<file path="config.mk">
export PLATFORM = sky130hd
export DESIGN_NAME = fetch_stage
export DESIGN_NICKNAME = d
export VERILOG_FILES = /design/src/rtl/fetch_stage.sv
export SDC_FILE = /design/constraint.sdc
export NUM_CORES = 1
export LEC_CHECK = 0
export ABC_AREA = 1
export ABC_CLOCK_PERIOD_IN_PS = 1800
export CORE_AREA = 2 2 108 110
export CTS_BUF_LIST = sky130_fd_sc_hd__clkbuf_4
export CTS_CLUSTER_SIZE = 25
export DETAILED_ROUTE_END_ITERATION = 8
export DIE_AREA = 0 0 110 112
export PLACE_DENSITY = 0.51
export SLEW_MARGIN = 20
export SYNTH_ARGS = -nofsm -noshare
export SYNTH_HDL_FRONTEND = slang
export SYNTH_SLANG_ARGS = --single-unit
</file>
<file path="constraint.sdc">
create_clock -name clk -period 1.8 [get_ports clk]
set_clock_uncertainty 0.2 [all_clocks]
set_input_delay 0.54 -clock clk [delete_from_list [all_inputs] [get_ports clk]]
set_output_delay 0.54 -clock clk [all_outputs]
set_load 0.02 [all_outputs]
</file>
<file path="src/rtl/fetch_stage.sv">
// fetch_stage: IF stage of the 16-bit RISC pipeline. Holds the PC, fetches from
// instruction memory and fills the IF/ID register, honouring stalls and redirects.
`default_nettype none

module fetch_stage #(
  parameter int               PC_W     = 16,
  parameter int               IR_W     = 16,
  parameter logic [PC_W-1:0]  RESET_PC = 16'h0000,
  parameter logic [IR_W-1:0]  NOP_IR   = 16'hF000
) (
  input  logic            clk,
  input  logic            reset,
  output logic [PC_W-1:0] pc_out,
  input  logic [IR_W-1:0] ir_in,
  input  logic            stall,
  input  logic            id_redirect,
  input  logic [PC_W-1:0] id_target,
  input  logic            ex_redirect,
  input  logic [PC_W-1:0] ex_target,
  output logic [IR_W-1:0] ir_fd,
  output logic [PC_W-1:0] pc_fd,
  output logic [PC_W-1:0] pc_inc_fd,
  output logic            valid_fd
);

  logic [PC_W-1:0] pc_q, pc_d;
  logic [IR_W-1:0] ir_fd_q, ir_fd_d;
  logic [PC_W-1:0] pc_fd_q, pc_fd_d;
  logic [PC_W-1:0] pc_inc_fd_q, pc_inc_fd_d;
  logic            valid_fd_q, valid_fd_d;
  logic [PC_W-1:0] pc_plus1;

  // Wraps modulo 2^PC_W by construction of the width.
  assign pc_plus1 = pc_q + PC_W'(1);

  always_comb begin
    pc_d        = pc_q;
    ir_fd_d     = ir_fd_q;
    pc_fd_d     = pc_fd_q;
    pc_inc_fd_d = pc_inc_fd_q;
    valid_fd_d  = valid_fd_q;

    if (ex_redirect) begin
      // EX branch wins even over a stall: everything younger is wrong-path.
      pc_d       = ex_target;
      ir_fd_d    = NOP_IR;
      valid_fd_d = 1'b0;
    end else if (stall) begin
      // Hold; a pending ID jump is re-asserted by ID once the stall clears.
      pc_d = pc_q;
    end else if (id_redirect) begin
      pc_d       = id_target;
      ir_fd_d    = NOP_IR;
      valid_fd_d = 1'b0;
    end else begin
      pc_d        = pc_plus1;
      ir_fd_d     = ir_in;
      pc_fd_d     = pc_q;
      pc_inc_fd_d = pc_plus1;
      valid_fd_d  = 1'b1;
    end
  end

  always_ff @(posedge clk) begin
    if (reset) begin
      pc_q        <= RESET_PC;
      ir_fd_q     <= NOP_IR;
      pc_fd_q     <= '0;
      pc_inc_fd_q <= '0;
      valid_fd_q  <= 1'b0;
    end else begin
      pc_q        <= pc_d;
      ir_fd_q     <= ir_fd_d;
      pc_fd_q     <= pc_fd_d;
      pc_inc_fd_q <= pc_inc_fd_d;
      valid_fd_q  <= valid_fd_d;
    end
  end

  assign pc_out    = pc_q;
  assign ir_fd     = ir_fd_q;
  assign pc_fd     = pc_fd_q;
  assign pc_inc_fd = pc_inc_fd_q;
  assign valid_fd  = valid_fd_q;

endmodule

`default_nettype wire
</file>
-- Word level (Yosys, flattened, before mapping)
Cells that the tools add are included.
- add/sub/neg operators: 1
- equality and inequality tests: 1
- mux-type cells: 5
- bitwise logic cells: 3
- reduce and logical (&&, ||, !) cells: 2
- operator list (operator ; number):
    16-bit 2-to-1 mux ; 4
    16-bit by 1-bit adder with 16-bit output, second input constant ; 1
    1-bit NOT ; 3
    3-bit AND reduction ; 1
    2-bit by 1-bit inequality test with 1-bit output, second input constant ; 1
    2-bit OR reduction ; 1
    1-bit 2-to-1 mux ; 1
- register bits after elaboration: 65
- input port bits: 53
- output and inout bits: 65
- logic and storage cells: 17

-- Logic depth before layout (Yosys ltp)
- depth after elaboration: 4
- depth in mapped cells: 10
- depth with buffers taken out: 9

-- Worst setup path before layout
Ideal clock, no wire load.
- path type: reg2reg
- start: register pc_q[1] (netlist: pc_out[1])
- end: register pc_inc_fd_q[12] (netlist: pc_inc_fd[12])
- library setup time: 0.109 ns
- arrival: 1.483 ns
- required time: 1.491 ns
- setup slack: 0.008 ns
- cell stages (with the launch flop): 10
- buffers on the path: 0
- period minus slack after synthesis: 1.792 ns
- path through: dfxtp_1 ha_1 nand3_1 nor2_2 nand4_1 xor2_1 nand2_1 nand2_1 nand2_1 inv_1
- word-level cells in the longest chain between the ends: 1
- ends and longest elaborated chain (what ; RTL line ; source):
    start: declaration ; 26 ; logic [PC_W-1:0] pc_q, pc_d;
    start signal: assignment ; 72 ; pc_q <= pc_d;
    16-bit by 1-bit adder with 16-bit output ; 34 ; assign pc_plus1 = pc_q + PC_W'(1);
    end signal: assignment ; 75 ; pc_inc_fd_q <= pc_inc_fd_d;
    end: declaration ; 29 ; logic [PC_W-1:0] pc_inc_fd_q, pc_inc_fd_d;
No other way between the ends.
A chain may end at the register's enable or synchronous reset.

-- Worst setup path after layout
- start: register ir_fd_q[15] (netlist: ir_fd[15])
- end: output port ir_fd[15]
- RTL lines (what ; RTL line ; source):
    start: declaration ; 27 ; logic [IR_W-1:0] ir_fd_q, ir_fd_d;
    start signal: assignment ; 73 ; ir_fd_q <= ir_fd_d;
    end: declaration ; 20 ; output logic [IR_W-1:0] ir_fd,
No word-level cell between the ends.

==> impl_metrics.env <==
export IMPL_r2r_worst_path_cells=9
export IMPL_synth_main_ff_cell="dfxtp_1"
export IMPL_ctsHoldBuffers=0
export IMPL_cp_slowest_cell="dfxtp_1"
export IMPL_drive_above_1_share_pct=28.03
export IMPL_critPathMaxFanout=2
export IMPL_postRouteAntennaNets=0
export IMPL_maxCapViolations=0
export IMPL_grt_overflow=0
export IMPL_vias=2908
export IMPL_rr_endpoint="pc_inc_fd[12]"
export IMPL_cts_max_level=3
export IMPL_powerDensity_nw_per_um2=754.8
export IMPL_grt_use_met3_pct=5.035
export IMPL_wirelength_um=9336
export IMPL_yosys_area_share_adder_pct=0.4431
export IMPL_cp_end_kind="primary output"
export IMPL_core_area_um2=11170
export IMPL_slew_headroom_pct=71.75
export IMPL_pre_cts_ws_ns=-0.4875
export IMPL_wl_per_cell_um=13.91
export IMPL_reg2reg_from="pc_out[1]"
export IMPL_status="completed"
export IMPL_grt_use_total_pct=15.46
export IMPL_hpwlAfterDp_um=7198
export IMPL_yosysUniqueCellTypes=34
export IMPL_diodes=0
export IMPL_setup_slack_ns=0.05560
export IMPL_grt_max_degree=30
export IMPL_synthCells=372
export IMPL_rows=39
export IMPL_grt_pass1_vias=2956
export IMPL_die_y_um=112
export IMPL_crit_chain="clkdlybuf4s15_2"
export IMPL_fin_crit_sh_pct=96.91
export IMPL_synth_top_family_by_area="simple AND/OR/NAND/NOR gates"
export IMPL_cp_depth=1
export IMPL_yosysTopAreaCell="dfxtp_1"
export IMPL_dieArea_um2=12320
export IMPL_synthTopCellsByArea="dfxtp_1 (46%), nand2_1 (14%), a21oi_1 (8.0%)"
export IMPL_hold_path_class="flip-flop to flip-flop"
export IMPL_synth_edf_count=0
export IMPL_synth_seq_cells=65
export IMPL_place_congestion=0.7644
export IMPL_power_leakage_nw=2.077
export IMPL_viasPerCell=4.334
export IMPL_hold_viol=0
export IMPL_layout_commonest_cell="nand2_1"
export IMPL_total_power_mw=3.259
export IMPL_slew_viol_final=0
export IMPL_detail_route_first_pass_iterations=4
export IMPL_setup_worst_path_start_class="flip-flop"
export IMPL_critPathMaxStageDelay_ns=0.35
export IMPL_period_needed_ns=1.744
export IMPL_crit_type="flip-flop to primary output"
export IMPL_area_growth_pct=52.90
export IMPL_syn_area_um2=2824
export IMPL_crit_family="flip-flops"
export IMPL_cts_tree="built"
export IMPL_yosys_area_share_xor_xnor_pct=3.722
export IMPL_start_util_pct=25.27
export IMPL_gr_max_usage_layer="met2"
export IMPL_finalNonFillerCells=671
export IMPL_holdPathEnd="ir_fd[7]"
export IMPL_ys_async_sr_fraction_pct=0
export IMPL_cts_sinks=65
export IMPL_cp_buffers_inverters=1
export IMPL_arrival_ns=1.00
export IMPL_synthMuxAreaShare_pct=0
export IMPL_yosysSeqAreaShare_pct=46.08
export IMPL_cts_made_buffers=9
export IMPL_path_clk_slew_ns=0.11
export IMPL_drc=0
export IMPL_grt_pass1_wl_um=14660
export IMPL_hold_depth=2
export IMPL_clk_latency_ns=0.42
export IMPL_hp_start="ir_fd[7]"
export IMPL_final_cell_mix="nand2_1 (105), buf_2 (64), dfxtp_1 (59)"
export IMPL_vdd_drop_max_mv=0.2945
export IMPL_ios=118
export IMPL_yosys_warnings=0
export IMPL_drt_iter0_drc=119
export IMPL_grtUsageMet2_pct=23.48
export IMPL_dpl_cell_count=655
export IMPL_rsz0062_at_grt="no"
export IMPL_num_nets_final=577
export IMPL_die_w_um=110
export IMPL_portBuffers=117
export IMPL_tightest_slew_ns=0.4232
export IMPL_setup_viol=0
export IMPL_clockBufferDepth=2
export IMPL_yosys_area_share_simple_pct=22.51
export IMPL_synth_compound_area_share_pct=18.12
export IMPL_use_met1_pct=20.72
export IMPL_synth_top_area_share_pct=46.08
export IMPL_max_freq_ghz=0.5733
export IMPL_antenna_found_initial=0
export IMPL_cp_required_ns=1.06
export IMPL_avgSynthCellArea_um2=7.591
export IMPL_ff2ff_setup_slack_ns=0.14
export IMPL_syn_nets=426
export IMPL_clock_root_buffer="clkbuf_4"
-- metal layers --
layer	part of all wire, %	vias to the layer above
li1	-	1507
met1	47	1305
met2	44	85
met3	6.9	11
met4	1.6	0
met5	0	-
-- state kept, by name (all words and copies together) (netlist names) --
| name | count |
|---|---|
| ir_fd | 16 |
| pc_fd | 16 |
| pc_inc_fd | 16 |
| pc_out | 16 |
| valid_fd | 1 |
-- report_power, final --
part / internal (mW) / switching, mW / leakage [nW] / total [mW]
clock network: 0.563 / 0.586 / 0.0839 / 1.15
registers: 1.50 / 0.0339 / 0.532 / 1.53
logic: 0.273 / 0.306 / 1.46 / 0.578
-- worst max-delay path by stage --
stage	from	endpoint	slack [ns]
5_1_grt	pc_out[1]	pc_inc_fd[12]	0.004
3_5_place_dp	ex_redirect	pc_out[7]	-0.49
4_1_cts	ir_fd[4]	ir_fd[4]	0.0002
2_1_floorplan	pc_out[1]	pc_inc_fd[12]	0.008
6_report	ir_fd[15]	ir_fd[15]	0.06
3_3_place_gp	ex_redirect	pc_out[10]	-0.41
-- per-stage QoR --
step | hold WS, ns | utilization [%] | cell area [um2] | TNS, ns
6_report | 0.2694 | 38.64 | 4318 | 0
5_1_grt | 0.2963 | 38.64 | 4318 | 0
4_1_cts | 0.2763 | 40.15 | 4487 | 0
3_5_place_dp | 0.2580 | 39.68 | 4434 | -21.49
3_3_place_gp | 0.2521 | 39.68 | 4434 | -19.57
2_1_floorplan | 0.3360 | - | 2824 | 0
-- synthesized netlist by cell type (all sizes together) (4+ instances only) --
master and instances:
inv 44, xor2 12, dfxtp 65, clkbuf 7, nand2 107, a221oi 12
a21oi 45, o22ai 4, nand3 6, nor2 30, o21ai 18, buf 10
-- layout make-up --
type,instances,area (um2)
fill,1210,6857
multi-input combinational,246,1294
timing repair buffer,157,1205
clock inverter,7,93.84
inverter,44,170.2
tap,143,178.9
sequential,65,1309
clock buffer,9,67.56
-- what timing repair did --
| action | CTS | global route |
|---|---|---|
| resized for setup | 234 | 39 |
| pin swaps | 0 | 1 |
| endpoints found under the setup margin | 73 | 47 |
| setup buffers | 0 | 0 |
-- kinds of logic (layout without fill, tap and decap cells) --
logic type | count (synthesis) | count (layout)
AOI/OAI and AO/OA | 84 | 84
xor gates and xnor gates | 12 | 12
adders and majority gates | 1 | 1
buffers and inverters | 61 | 217
DFF | 65 | 65
and+or+nand+nor | 149 | 149
No activity file was read; power rests on OpenSTA's default activity.
